$ cat config.mk
export PLATFORM = sky130hd
export DESIGN_NAME = cb_douta_router_flat
export DESIGN_NICKNAME = d
export VERILOG_FILES = /design/src/rtl/cb_douta_router_if.sv /design/src/rtl/cb_douta_router.sv /design/src/flat_wrapper.sv
export SDC_FILE = /design/constraint.sdc
export NUM_CORES = 1
export LEC_CHECK = 0
export ABC_AREA = 1
export BUFFER_PORTS_ARGS = -buffer_cell sky130_fd_sc_hd__buf_4
export CORE_ASPECT_RATIO = 2
export CORE_MARGIN = 2
export CORE_UTILIZATION = 45
export CTS_CLUSTER_SIZE = 10
export DETAILED_ROUTE_END_ITERATION = 6
export PLACE_DENSITY = 0.69
export SLEW_MARGIN = 20
export SYNTH_ARGS = -nofsm -noshare
export SYNTH_HDL_FRONTEND = slang
export SYNTH_SLANG_ARGS = --single-unit
$ cat constraint.sdc
create_clock -name clk -period 4.9 [get_ports clk]
set_input_delay 0.735 -clock clk [delete_from_list [all_inputs] [get_ports clk]]
set_output_delay 0.735 -clock clk [all_outputs]
set_load 0.02 [all_outputs]
$ cat src/rtl/cb_douta_router_if.sv
// Bank-read to PE-port router bus: the input beat (sel, landmark, data) and the
// three mapped output ports with their one-hot valid and the shared ready.
interface cb_douta_router_if #(
    parameter int L       = 4,
    parameter int RSA_DW  = 16,
    parameter int ROW_LEN = 10
);
    logic                  in_valid;
    logic                  in_ready;
    logic [3:0]            CB_douta_sel;
    logic [ROW_LEN-1:0]    landmark_num;
    logic [L*RSA_DW-1:0]   CB_douta;
    logic [L*RSA_DW-1:0]   A_CB_douta;
    logic [L*RSA_DW-1:0]   B_CB_douta;
    logic [L*RSA_DW-1:0]   M_CB_douta;
    logic [2:0]            out_valid;
    logic                  out_ready;

    modport slave (
        input  in_valid, CB_douta_sel, landmark_num, CB_douta, out_ready,
        output in_ready, A_CB_douta, B_CB_douta, M_CB_douta, out_valid
    );

    modport master (
        output in_valid, CB_douta_sel, landmark_num, CB_douta, out_ready,
        input  in_ready, A_CB_douta, B_CB_douta, M_CB_douta, out_valid
    );
endinterface

$ cat src/rtl/cb_douta_router.sv
// Routes a cache-bank read beat to the A/B/M PE port with POS/NEG/NEW lane remapping; 1-cycle
// registered latency, output reg + 1-entry skid (in_ready = skid empty). CB_DOUTA_ROUTER_STATS_EN adds beat/stall counters.
module cb_douta_router #(
    parameter int L       = 4,
    parameter int RSA_DW  = 16,
    parameter int ROW_LEN = 10,
    parameter int NEW_W   = 2
) (
    input  logic               clk,
    input  logic               sys_rst,
    input  logic               flush,
    cb_douta_router_if.slave   bus
`ifdef CB_DOUTA_ROUTER_STATS_EN
    ,
    output logic [31:0]        beat_cnt,
    output logic [31:0]        stall_cnt
`endif
);
    localparam int DW = L * RSA_DW;
    localparam int G  = L / NEW_W;
    localparam int KW = $clog2(2 * G);

    logic [2:0]    out_vld_q, out_vld_d;
    logic [DW-1:0] out_dat_q, out_dat_d;
    logic [2:0]    skid_vld_q, skid_vld_d;
    logic [DW-1:0] skid_dat_q, skid_dat_d;

    logic [2:0]    map_vld;
    logic [DW-1:0] map_dat;
    logic [KW-1:0] k;
    int            src;
    logic          skid_full;
    logic          drain;
    logic          load;

    // k = (landmark_num + 1) mod 2G falls out of the KW-bit wrap
    assign k         = bus.landmark_num[KW-1:0] + KW'(1);
    assign skid_full = |skid_vld_q;
    assign drain     = (|out_vld_q) && bus.out_ready;
    assign load      = bus.in_valid && !skid_full && (|map_vld);

    always_comb begin
        map_vld = 3'b000;
        unique case (bus.CB_douta_sel[3:2])
            2'b01:   map_vld = 3'b001;
            2'b10:   map_vld = 3'b010;
            2'b11:   map_vld = 3'b100;
            default: map_vld = 3'b000;
        endcase
    end

    always_comb begin
        map_dat = '0;
        src     = 0;
        unique case (bus.CB_douta_sel[1:0])
            2'b01: begin
                for (int i = 0; i < L; i++)
                    map_dat[i*RSA_DW +: RSA_DW] = bus.CB_douta[i*RSA_DW +: RSA_DW];
            end
            2'b10: begin
                for (int i = 0; i < L; i++)
                    map_dat[i*RSA_DW +: RSA_DW] = bus.CB_douta[(L-1-i)*RSA_DW +: RSA_DW];
            end
            2'b11: begin
                // upper half of the k range walks the groups backwards with lanes reversed
                for (int i = 0; i < NEW_W; i++) begin
                    if (int'(k) < G)
                        src = int'(k) * NEW_W + i;
                    else
                        src = (2*G - 1 - int'(k)) * NEW_W + NEW_W - 1 - i;
                    map_dat[i*RSA_DW +: RSA_DW] = bus.CB_douta[src*RSA_DW +: RSA_DW];
                end
            end
            default: map_dat = '0;
        endcase
    end

    always_comb begin
        out_vld_d  = out_vld_q;
        out_dat_d  = out_dat_q;
        skid_vld_d = skid_vld_q;
        skid_dat_d = skid_dat_q;
        if (flush) begin
            out_vld_d  = '0;
            out_dat_d  = '0;
            skid_vld_d = '0;
            skid_dat_d = '0;
        end else if (!(|out_vld_q) || drain) begin
            if (skid_full) begin
                out_vld_d  = skid_vld_q;
                out_dat_d  = skid_dat_q;
                skid_vld_d = '0;
                skid_dat_d = '0;
            end else if (load) begin
                out_vld_d = map_vld;
                out_dat_d = map_dat;
            end else begin
                out_vld_d = '0;
                out_dat_d = '0;
            end
        end else if (load) begin
            skid_vld_d = map_vld;
            skid_dat_d = map_dat;
        end
    end

    always_ff @(posedge clk or posedge sys_rst) begin
        if (sys_rst) begin
            out_vld_q  <= '0;
            out_dat_q  <= '0;
            skid_vld_q <= '0;
            skid_dat_q <= '0;
        end else begin
            out_vld_q  <= out_vld_d;
            out_dat_q  <= out_dat_d;
            skid_vld_q <= skid_vld_d;
            skid_dat_q <= skid_dat_d;
        end
    end

    assign bus.in_ready   = !skid_full;
    assign bus.out_valid  = out_vld_q;
    assign bus.A_CB_douta = out_vld_q[0] ? out_dat_q : '0;
    assign bus.B_CB_douta = out_vld_q[1] ? out_dat_q : '0;
    assign bus.M_CB_douta = out_vld_q[2] ? out_dat_q : '0;

`ifdef CB_DOUTA_ROUTER_STATS_EN
    logic [31:0] beat_cnt_q, beat_cnt_d;
    logic [31:0] stall_cnt_q, stall_cnt_d;

    always_comb begin
        beat_cnt_d  = beat_cnt_q;
        stall_cnt_d = stall_cnt_q;
        if (flush) begin
            beat_cnt_d  = '0;
            stall_cnt_d = '0;
        end else begin
            if (drain)
                beat_cnt_d = beat_cnt_q + 32'd1;
            if ((|out_vld_q) && !bus.out_ready)
                stall_cnt_d = stall_cnt_q + 32'd1;
        end
    end

    always_ff @(posedge clk or posedge sys_rst) begin
        if (sys_rst) begin
            beat_cnt_q  <= '0;
            stall_cnt_q <= '0;
        end else begin
            beat_cnt_q  <= beat_cnt_d;
            stall_cnt_q <= stall_cnt_d;
        end
    end

    assign beat_cnt  = beat_cnt_q;
    assign stall_cnt = stall_cnt_q;
`endif
endmodule

$ cat src/flat_wrapper.sv
// flat-port wrapper written by rule: the top's interface ports become plain ports
module cb_douta_router_flat 
#(
    parameter int L       = 4,
    parameter int RSA_DW  = 16,
    parameter int ROW_LEN = 10,
    parameter int NEW_W   = 2
)
  (clk, sys_rst, flush, bus_in_valid, bus_CB_douta_sel, bus_landmark_num, bus_CB_douta, bus_out_ready, bus_in_ready, bus_A_CB_douta, bus_B_CB_douta, bus_M_CB_douta, bus_out_valid);
  cb_douta_router_if #(.L(L), .RSA_DW(RSA_DW), .ROW_LEN(ROW_LEN)) bus_i ();
  input  logic clk;
  input  logic sys_rst;
  input  logic flush;
  input wire logic [$bits(bus_i.in_valid)-1:0] bus_in_valid;
  input wire logic [$bits(bus_i.CB_douta_sel)-1:0] bus_CB_douta_sel;
  input wire logic [$bits(bus_i.landmark_num)-1:0] bus_landmark_num;
  input wire logic [$bits(bus_i.CB_douta)-1:0] bus_CB_douta;
  input wire logic [$bits(bus_i.out_ready)-1:0] bus_out_ready;
  output wire logic [$bits(bus_i.in_ready)-1:0] bus_in_ready;
  output wire logic [$bits(bus_i.A_CB_douta)-1:0] bus_A_CB_douta;
  output wire logic [$bits(bus_i.B_CB_douta)-1:0] bus_B_CB_douta;
  output wire logic [$bits(bus_i.M_CB_douta)-1:0] bus_M_CB_douta;
  output wire logic [$bits(bus_i.out_valid)-1:0] bus_out_valid;
  assign bus_i.in_valid = bus_in_valid;
  assign bus_i.CB_douta_sel = bus_CB_douta_sel;
  assign bus_i.landmark_num = bus_landmark_num;
  assign bus_i.CB_douta = bus_CB_douta;
  assign bus_i.out_ready = bus_out_ready;
  assign bus_in_ready = bus_i.in_ready;
  assign bus_A_CB_douta = bus_i.A_CB_douta;
  assign bus_B_CB_douta = bus_i.B_CB_douta;
  assign bus_M_CB_douta = bus_i.M_CB_douta;
  assign bus_out_valid = bus_i.out_valid;
  cb_douta_router #(.L(L), .RSA_DW(RSA_DW), .ROW_LEN(ROW_LEN), .NEW_W(NEW_W)) u_core (.clk(clk), .sys_rst(sys_rst), .flush(flush), .bus(bus_i));
endmodule
==> impl_metrics.py <==
metrics = {
    "critical_path": {
        "rr_startpoint": "u_core.skid_vld_q[1]",
        "cp.required_ps": 5250,
        "critPathKind": "in2reg",
        "reg2reg_depth": 9,
        "r2r-end": "u_core.skid_dat_q[11]",
        "start_kind": "primary input",
        "r2r_setup_slack_ps": 2310,
        "cp_max_fo": 26,
        "worstSetupEndpointType": "flip-flop",
        "arrival_ps": 3300,
    },
    "pwr": {
        "p_comb_share_pct": 17.3,
        "powerDensity_mw_per_mm2": 236,
        "leakage_nw": 7.94,
        "seqPwrFrac_pct": 39.8,
        "fin_total_pwr_mw": 2.88,
        "p_int_mw": 1.98,
        "p_sw_share_pct": 31.1,
        "power.switching_mw": 0.896,
        "ir_drop_v": 0.000206,
        "clkPwrFrac_pct": 42.9,
    },
    "placement": {
        "port_buffers": 270,
        "dp_slack_ps": 1570,
        "globalplace.congestion": 0.948,
        "placed_area_mm2": 0.0116,
        "hpwl_um": 22900,
    },
    "synthesis": {
        "synthArstFlopShare_pct": 100,
        "synthFlopType": "dfrtp_1",
        "syn_area_mm2": 0.00954,
        "seq_area_frac_synth_pct": 35.1,
        "synth-edff-count": 0,
        "syn_nets": 1716,
        "syn_area_per_cell_um2": 5.86,
        "yosysUniqueCellTypes": 20,
        "synth_area_leaders": "dfrtp_1 35%, nand2_1 28%, inv_1 12%, o22ai_1 5.4%, o21ai_1 3.7%",
        "yosysWarningCount": 0,
        "yosys_register_bits": 134,
        "synth_top_area_share_pct": 35.1,
        "netlist_instances": 1627,
        "yosysTopAreaCell": "dfrtp_1",
    },
    "timing": {
        "rsz0062_at_grt": "no",
        "fmax_mhz": 340,
        "drv_slew": 0,
        "worstMarginPinSlew_ps": 1120,
        "min_period_over_period_pct": 60.0,
        "setup_violations": 0,
        "setup_ws_ps": 1960,
        "hold_viol_final": 0,
        "fin_crit_ps": 2940,
        "finClkSkew_ps": 14.2,
        "relSlewSlack_pct": 25.2,
        "tns_ps": 0,
    },
    "global_routing": {
        "grt_pass1_vias": 9846,
        "grt_pass1_wl_um": 51400,
        "grt_usage_pct": 29.0,
        "antenna_found_initial": 0,
        "grt_max_degree": 105,
        "grt_overflow_total": 0,
    },
    "cts": {
        "postCtsSetupBuffers": 0,
        "clock_path_buffers": 2,
        "clk_latency_ps": 420,
        "cts.htree.levels": 4,
        "numCtsBuffers": 17,
        "clk_pin_slew_worst_paths_ps": 60,
        "cts_resized": 0,
        "clock-sinks": 134,
        "ctsHoldBuffers": 0,
        "ctsRootBufferMaster": "clkbuf_16",
        "cts_tree": "done",
    },
    "run": {
        "maxCapViolations": 0,
    },
    "hold_path": {
        "min_from": "u_core.skid_dat_q[52]",
        "hold_path_class": "reg2reg",
        "min_path_cells": 2,
        "hold_end": "u_core.skid_dat_q[52]",
    },
    "layout": {
        "fin_nets": 1916,
        "final_area_mm2": 0.0122,
        "layout_common_cells": "712 x nand2_1, 304 x inv_1, 285 x buf_4",
        "insertedDiodeCount": 0,
        "fillers": 2128,
        "synthToLayoutAreaGrowth_pct": 27.8,
        "multi_input_area_mm2": 0.00461,
        "final_core_util_pct": 58.3,
        "drive_above_1_share_pct": 18.2,
        "seq_area_mm2": 0.00336,
        "mostFrequentLayoutCell": "nand2_1",
    },
    "floorplan": {
        "die_h_um": 210,
        "die_x_um": 107,
        "design.die.area_mm2": 0.0225,
        "initial_core_util_pct": 45.6,
        "ioPinCount": 279,
        "core_mm2": 0.0209,
        "rows": 75,
    },
    "drt": {
        "drc": 0,
        "vias_per_cell": 5.03,
        "drt-initial-drc-count": 827,
        "vias": 10600,
        "firstDrtPassIters": 5,
        "ant_nets": 0,
        "routed_wl_um": 32400,
        "wl_per_cell_um": 15.4,
    },
    "run_status": {
        "status": "complete, no violations",
    },
}
-- flip-flops by register name, summed over array words and instances, names as in the netlist --
signal                flops
u_core.bus.out_valid      3
u_core.skid_dat_q        64
u_core.out_dat_q         64
u_core.skid_vld_q         3
-- cells by family after synthesis --
family | count (synthesis) | synth area share (%)
adders and majority gates | 6 | 0.787
AOI/OAI and AO/OA | 236 | 13.6
and+or+nand+nor | 834 | 33.8
DFF | 134 | 35.1
buffers and inverters | 417 | 16.7
-- synthesized netlist by cell type, drive strengths merged (6+ instances only) --
library cell  instances
nor2                 53
o22ai                82
o21ai               134
nand3                66
nand2               714
dfrtp               134
buf                  31
ha                    6
inv                 313
a21oi                18
clkbuf               73
-- metal layers --
metal  track usage (%)  wire length, um
met5                 0                0
met4              13.6             1560
met3              2.94             1730
met2              52.3            17000
met1              33.9            12100
-- power by group through the flow --
stage	sequential [mW]	clock [mW]	combinational, mW
floorplan	1.16	0	0.307
global placement	1.16	0	0.489
detailed placement	1.16	0	0.492
CTS	1.14	1.25	0.494
global route	1.15	1.29	0.549
finish	1.14	1.23	0.498
-- layout make-up --
class,instances,area share (%)
Inverter,313,9.67
Clock inverter,15,1.18
Sequential cell,134,27.5
Tap cell,269,2.76
Timing Repair Buffer,285,17.5
Clock buffer,17,3.49
Multi-Input combinational cell,1076,37.8
-- worst max-delay path: stages --
cell and delay (ps):
buf_4 250, inv_2 240, ha_1 470, nand2_1 270, buf_4 340, o21ai_0 120, nor2_1 170, nand2_1 60
nand2_1 240, nand3_1 130, nand2_1 120, nand2_1 60, nand2_1 80
-- metrics by stage --
stage,cells,hold slack (ps)
6_report,2109,485
5_1_grt,2109,510
4_1_cts,2109,488
3_5_place_dp,2077,474
3_3_place_gp,2077,467
2_1_floorplan,1627,453
-- worst max path at each step --
| stage | start | slack [ps] | to | depth (start not counted) |
|---|---|---|---|---|
| 6_report | bus_landmark_num[0] | 1960 | u_core.out_dat_q[30] | 13 |
| 5_1_grt | bus_landmark_num[0] | 1760 | u_core.out_dat_q[30] | 13 |
| 4_1_cts | bus_landmark_num[0] | 1990 | u_core.out_dat_q[30] | 13 |
| 3_5_place_dp | bus_landmark_num[0] | 1570 | u_core.out_dat_q[30] | 13 |
| 3_3_place_gp | bus_landmark_num[0] | 1590 | u_core.out_dat_q[30] | 13 |
| 2_1_floorplan | sys_rst | 580 | u_core.bus.out_valid[0] | 1 |
Note: power is estimated with default switching activity, not from simulation.
